**src/rtl/arb_mux.sv**
```systemverilog
// arb_mux: N-channel fixed-priority/round-robin arbiter into a one-entry registered output (in_*: channel handshake, force_*: eligibility override, out_*: registered word)
module arb_mux #(
  parameter int WIDTH = 32,
  parameter int N = 4,
  parameter int MODE = 1,
  localparam int SW = $clog2(N)
) (
  input  logic             clk,
  input  logic             rst,
  input  logic [N*WIDTH-1:0] in_data,
  input  logic [N-1:0]     in_valid,
  output logic [N-1:0]     in_ready,
  input  logic             force_en,
  input  logic [SW-1:0]    force_sel,
  output logic [WIDTH-1:0] out_data,
  output logic [SW-1:0]    out_sel,
  output logic             out_valid,
  input  logic             out_ready
);
  logic [WIDTH-1:0] ch [N];
  logic [N-1:0] elig;
  logic [SW:0] sum;
  logic [SW-1:0] idx, gnt, ptr_q, ptr_d, out_sel_q, out_sel_d;
  logic [WIDTH-1:0] out_data_q, out_data_d;
  logic gnt_v, load_en, hs, out_valid_q, out_valid_d;
  for (genvar i = 0; i < N; i++) begin : g_ch
    assign ch[i] = in_data[i*WIDTH +: WIDTH];
    assign elig[i] = in_valid[i] & (~force_en | (force_sel == SW'(i)));
  end
  always_comb begin
    gnt_v = 1'b0;
    gnt = '0;
    sum = '0;
    idx = '0;
    for (int k = N - 1; k >= 0; k--) begin
      sum = (MODE == 0 ? '0 : {1'b0, ptr_q}) + (SW+1)'(k);
      idx = SW'(sum >= (SW+1)'(N) ? sum - (SW+1)'(N) : sum);
      if (elig[idx]) begin
        gnt_v = 1'b1;
        gnt = idx;
      end
    end
  end
  assign load_en = ~out_valid_q | out_ready;
  assign hs = gnt_v & load_en & ~rst;
  assign in_ready = hs ? N'(1) << gnt : '0;
  always_comb begin
    out_valid_d = hs | (out_valid_q & ~out_ready);
    out_data_d = hs ? ch[gnt] : out_data_q;
    out_sel_d = hs ? gnt : out_sel_q;
    ptr_d = (MODE == 0) ? '0 : hs ? (gnt == SW'(N - 1) ? '0 : gnt + 1'b1) : ptr_q;
  end
  always_ff @(posedge clk) begin
    if (rst) begin
      out_valid_q <= 1'b0;
      out_data_q <= '0;
      out_sel_q <= '0;
      ptr_q <= '0;
    end else begin
      out_valid_q <= out_valid_d;
      out_data_q <= out_data_d;
      out_sel_q <= out_sel_d;
      ptr_q <= ptr_d;
    end
  end
  assign out_data = out_data_q;
  assign out_sel = out_sel_q;
  assign out_valid = out_valid_q;
endmodule

```
**config.mk**
```make
export PLATFORM = sky130hd
export DESIGN_NAME = arb_mux
export DESIGN_NICKNAME = d
export VERILOG_FILES = /design/src/rtl/arb_mux.sv
export SDC_FILE = /design/constraint.sdc
export NUM_CORES = 1
export LEC_CHECK = 0
export ABC_AREA = 1
export BUFFER_PORTS_ARGS = -buffer_cell sky130_fd_sc_hd__buf_2
export CAP_MARGIN = 20
export CORE_AREA = 2 2 71 89
export CTS_BUF_LIST = sky130_fd_sc_hd__clkbuf_2
export DETAILED_ROUTE_END_ITERATION = 12
export DIE_AREA = 0 0 73 91
export PLACE_DENSITY = 0.86
export SETUP_SLACK_MARGIN = 0.02
export SLEW_MARGIN = 10
export SYNTH_ARGS = -nofsm -noshare
export SYNTH_HDL_FRONTEND = slang
export SYNTH_SLANG_ARGS = --single-unit
```
**constraint.sdc**
```tcl
create_clock -name clk -period 5.5 [get_ports clk]
set_input_delay 0.275 -clock clk [delete_from_list [all_inputs] [get_ports clk]]
set_output_delay 0.275 -clock clk [all_outputs]
set_load 0.05 [all_outputs]
```
==> results of run 1 <==
## cell usage after synthesis, drive strengths merged
master	number	area (um2)
buf	31	204.0
nor2	8	30.03
clkinv	1	3.750
clkbuf	7	26.28
nand2	130	493.0
o21ai	3	15.01
inv	15	56.30
dfxtp	37	740.7
xor2	1	16.27
a21oi	4	20.02
ha	1	12.51
nand3	204	1026
## cell families after synthesis
kind of cell               Yosys count  share of synthesized area [%]
buffers and inverters               54                          10.98
xor gates and xnor gates             1                         0.6154
adders and majority gates            1                         0.4732
DFF                                 37                          28.02
AOI/OAI and AO/OA                    7                          1.325
and+or+nand+nor                    342                          58.59
## registers in the layout, summed over array words and instances (netlist names)
register and flops:
out_data 32, out_valid 1, out_sel 2, ptr_q 2
## report_power, final
group          total [mW]  switching, mW  internal (mW)
Sequential          0.409         0.0497          0.359
Clock               0.156         0.0824         0.0740
Combinational        1.05          0.752          0.295
## worst paths after layout
check | from | endpoint
worst max register to register | ptr_q[0]$_SDFFE_PP0P_ | ptr_q[1]$_SDFFE_PP0P_
worst max-delay path | ptr_q[0]$_SDFFE_PP0P_ | in_ready[3]
worst min-delay path | rst | ptr_q[0]$_SDFFE_PP0P_
worst min register to register | out_data[5]$_SDFFE_PP0P_ | out_data[5]$_SDFFE_PP0P_
## layout make-up
class / instances / share of cell area (%)
Timing Repair Buffer: 182 / 27.66
Clock inverter: 2 / 0.9904
Clock buffer: 5 / 0.7075
Multi-Input combinational cell: 351 / 45.67
Sequential cell: 37 / 20.94
Inverter: 16 / 1.698
Tap cell: 66 / 2.335
## critical path, delay by kind of cell (launching register included)
family / cells / cell delay, ns
buf+inv: 5 / 1.26
simple gates: 7 / 0.93
flops: 1 / 0.57
fa+ha+maj: 1 / 0.25
## layer usage
layer  up-vias  wire length (um)
met5         -                 0
met4         0               126
met3        12               586
met2       161              4375
met1      1600              3559
li1       1791                 -
==> results.cfg, run 1 <==
[grt]
grtUsageMet1_pct = 30.30
grt.met2_usage_pct = 46.10
track_usage_pct = 25.62
grt_max_degree = 68
busiest_layer = met2
antenna_found_initial = 0
grt-ovfl-total = 0
use_met3_pct = 5.327
grt_pass1_vias = 3163
grt_pass1_wl_mm = 13.97

[sta]
rsz0062_at_grt = no
min_period_ns = 3.669
period_share_pct = 66.70
setup_ws_ns = 1.831
finalHoldViolations = 0
slew_headroom_pct = 56.10
fin_skew_ns = 0.01352
drv_slew = 0
worst_slew_pin_slew_ns = 0.6575
fin_hold_ws_ns = 0.08577
setup_tns_ns = 0
finalSetupViolCount = 0
max_freq_mhz = 272.6

[yosys]
synth.distinct_cells = 19
syn_avg_cell_area_um2 = 5.981
syn_inst = 442
yosysWarningCount = 0
ys_ff_latch = 37
synth_area_mm2 = 0.002644
synth_seq_area_share_pct = 28.02
synth_fp_nets = 581

[floorplan]
ios = 177
coreArea_mm2 = 0.005779
start_util_pct = 45.75
rows = 31
dieArea_mm2 = 0.006643
dieHeight_um = 91
die_w_um = 73

[cells_and_area]
finalNonFillerCells = 659
multi_input_area_mm2 = 0.001615
areaGrowthSynthToFinish_pct = 33.79
layout_commonest_cell = nand3_1
n_antenna_cell = 0
finalNetCount = 732
final_util_pct = 61.20
regArea_um2 = 740.7
drive_gt1_share_pct = 33.39
fillCellCount = 596
mostFrequentLayoutCells = nand3_1, buf_2, nand2_1
stdcell_area_mm2 = 0.003537

[routing]
drt_wl_total_mm = 8.647
drtPass1Iterations = 5
drc_errors = 0
wl_per_cell_um = 13.12
drt-initial-drc-count = 170
viasPerCell = 5.408
via_count = 3564
ant_nets = 0

[place]
dpl-instance-area_mm2 = 0.003430
dpl_worst_slack_ns = 1.449
gp_congestion = 0.8752
dp.cells = 650
dpl.hpwl_mm = 6.257
port_buffers = 176

[worst_setup_path]
crit_path_end_kind = output port
worst_r2r_path_depth = 12
cp.required_ns = 5.22
cp_slowest_cell = dfxtp_1
slowest_delay_ns = 0.57
crit_fanout = 35
criticalPathCategory = flop to output port
crit_arrival_ns = 3.39
path_cells = inv_2, nand3_1, nand2_1, nand2_1, nand3_1, nand3_1, nand2_1, buf_16, inv_2, ha_1, inv_1, nor2_1, buf_2
r2r_slack_ns = 2.48
startpoint_type = flop

[cts]
clk_latency_ns = 0.36
clock_path_buffers = 2
clock-root-buffer = clkbuf_2
clk_pin_slew_ns = 0.16
h-tree-depth = 2
cts_tree = built
cts_resized = 0
cts_inserted_buffers = 5
numClockSinks = 37
cts_setup_buffers = 0
cts_hold_buffers = 0

[power_and_ir_drop]
power_mw = 1.611
vdd_drop_max_mv = 0.2291
p_leak_nw = 2.011
p_per_area_mw_per_mm2 = 455.6

[run]
maxCapViolCount = 0

[status]
status = completed

[min_path]
hold_depth = 2
hold_class = input pin to flop
Power figures use the tool's default switching activity.
==> run 2: changes to the inputs <==
Settings changed: CORE_AREA 2 2 71 89 to 2 2 77 98, DIE_AREA 0 0 73 91 to 0 0 79 100, PLACE_DENSITY 0.86 to 0.77.
Clock period 5.5 ns to 2.98 ns, I/O delays scaled along.
==> run 2 against run 1 <==
Effect of this change: global-route usage fell by 4.3 points; die area rose by 19%; via count increased by 0.65%; critical path depth is 2 higher; final cell count grew 4.9%; utilization is 11 points lower; final area grew 0.25%; largest cell class unchanged.
==> results.cfg, run 2 (synthesized netlist as in run 1, its figures left out) <==
[status]
status = completed

[power_and_ir_drop]
power.switching_mw = 1.628
power_mw = 2.867
seq_power_share_pct = 26.2
combPwrFrac_pct = 66.0
vdd_drop_max_mv = 0.3503
p_per_area_mw_per_mm2 = 808.5
p_int_mw = 1.239
switching_share_pct = 56.79
p_clk_share_pct = 7.8
p_leak_nw = 2.005

[worst_setup_path]
crit_arrival_ns = 2.43
criticalPathCategory = flop to output port
startpoint_type = flop
cp.required_ns = 2.83
crit_fanout = 36
r2r_slack_ns = 0.83
r2r-start = ptr_q[0]$_SDFFE_PP0P_
r2r_end = out_data[27]$_SDFFE_PP0P_
worst_r2r_path_depth = 13
crit_path_end_kind = output port

[grt]
antenna_found_initial = 0
grt_pass1_wl_mm = 13.79
track_usage_pct = 21.29
grt-ovfl-total = 0
grt_pass1_vias = 3176
grt_max_degree = 65

[sta]
finalHoldViolations = 0
fin_hold_ws_ns = 0.06091
rsz0062_at_grt = no
finalSetupViolCount = 0
fin_skew_ns = 0.01334
setup_tns_ns = 0
slew_headroom_pct = 56.85
setup_ws_ns = 0.4024
worst_slew_pin_slew_ns = 0.6472
period_share_pct = 86.50
max_freq_mhz = 388.0
min_period_ns = 2.578
drv_slew = 0

[cts]
clk_latency_ns = 0.38
clock_path_buffers = 2
clk_pin_slew_ns = 0.20
clock-root-buffer = clkbuf_2
h-tree-depth = 2
cts_inserted_buffers = 5
cts_tree = built
numClockSinks = 37

[cells_and_area]
final_util_pct = 49.98
drive_gt1_share_pct = 34.22
mostFrequentLayoutCells = nand3_1, buf_2, nand2_1
areaGrowthSynthToFinish_pct = 34.12
n_antenna_cell = 0
largest_reg_flops = 32
layout_commonest_cell = nand3_1
finalNonFillerCells = 691
finalNetCount = 737
stdcell_area_mm2 = 0.003546

[floorplan]
coreArea_mm2 = 0.007094
dieHeight_um = 100
rows = 35
die_w_um = 79
dieArea_mm2 = 0.007900
start_util_pct = 37.27
ios = 177

[place]
dpl_worst_slack_ns = 0.6677
gp_congestion = 0.8739
dpl.hpwl_mm = 6.282
dpl-instance-area_mm2 = 0.003492
dp.cells = 682
port_buffers = 176

[min_path]
hold_depth = 5
hold_class = input pin to flop
min_from = in_data[109]
holdPathEnd = out_data[13]$_SDFFE_PP0P_

[routing]
drc_errors = 0
drt-initial-drc-count = 236
wl_per_cell_um = 12.56
drt_wl_total_mm = 8.678
via_count = 3587
viasPerCell = 5.191
ant_nets = 0
drtPass1Iterations = 4

[run]
maxCapViolCount = 0
run 2: routing by layer:
metal	share of wire [%]	track usage (%)	wire [um]	vias to the layer above
li1	-	-	-	1806
met1	40	26.08	3453	1636
met2	52	37.68	4481	129
met3	6.8	3.507	592	16
met4	1.7	7.029	151	0
met5	0	0	0	-
run 2: repair_timing:
| item | in CTS | in global routing |
|---|---|---|
| gates resized for setup | 0 | 1 |
| endpoints found under the hold margin | 1 | 0 |
| endpoints found under the setup margin | 0 | 3 |
| buffers inserted | 0 | 0 |
| hold buffers | 1 | 0 |
run 2: worst max path at each step:
stage,from,endpoint,slack [ns],depth (start not counted)
final,ptr_q[0]$_SDFFE_PP0P_,in_ready[2],0.40,15
after global routing,ptr_q[0]$_SDFFE_PP0P_,in_ready[0],0.1,15
after CTS,ptr_q[0]$_SDFFE_PP0P_,in_ready[2],0.20,15
after detailed placement,ptr_q[0]$_SDFFE_PP0P_,in_ready[2],0.67,15
after global placement,ptr_q[0]$_SDFFE_PP0P_,in_ready[2],0.84,15
after floorplan,ptr_q[0]$_SDFFE_PP0P_,in_ready[3],0.66,14
run 2: worst max-delay path, cell delays in order, from the launching register on:
cell     delay (ns)
dfxtp_2        0.49
inv_2          0.08
nand3_1        0.11
nand2_1        0.10
nand2_1        0.09
nand2_1        0.05
inv_1          0.07
nand2_2        0.06
nand2_1        0.07
nand2_2        0.06
nand2_2        0.08
buf_4          0.32
nor2_1         0.11
inv_1          0.11
nor2_1         0.04
buf_2          0.22
run 2: layout make-up:
class                   instances  area [um2]
repair buffers                187       965.9
well taps                      92       115.1
multi-input cells             351        1620
clock inverters                 3       17.52
clock buffers                   5       25.02
inverters                      16       60.06
flip-flops and latches         37       742.0
fillers                       777        3548
run 2: power by group through the flow:
| stage | registers (mW) | logic [mW] | clock network, mW |
|---|---|---|---|
| final | 0.753 | 1.89 | 0.223 |
| after floorplan | 1.32 | 0.927 | 0 |
| after detailed placement | 0.764 | 1.90 | 0 |
| after global routing | 0.772 | 2.07 | 0.259 |
| after global placement | 0.760 | 1.87 | 0 |
| after CTS | 0.753 | 1.90 | 0.238 |
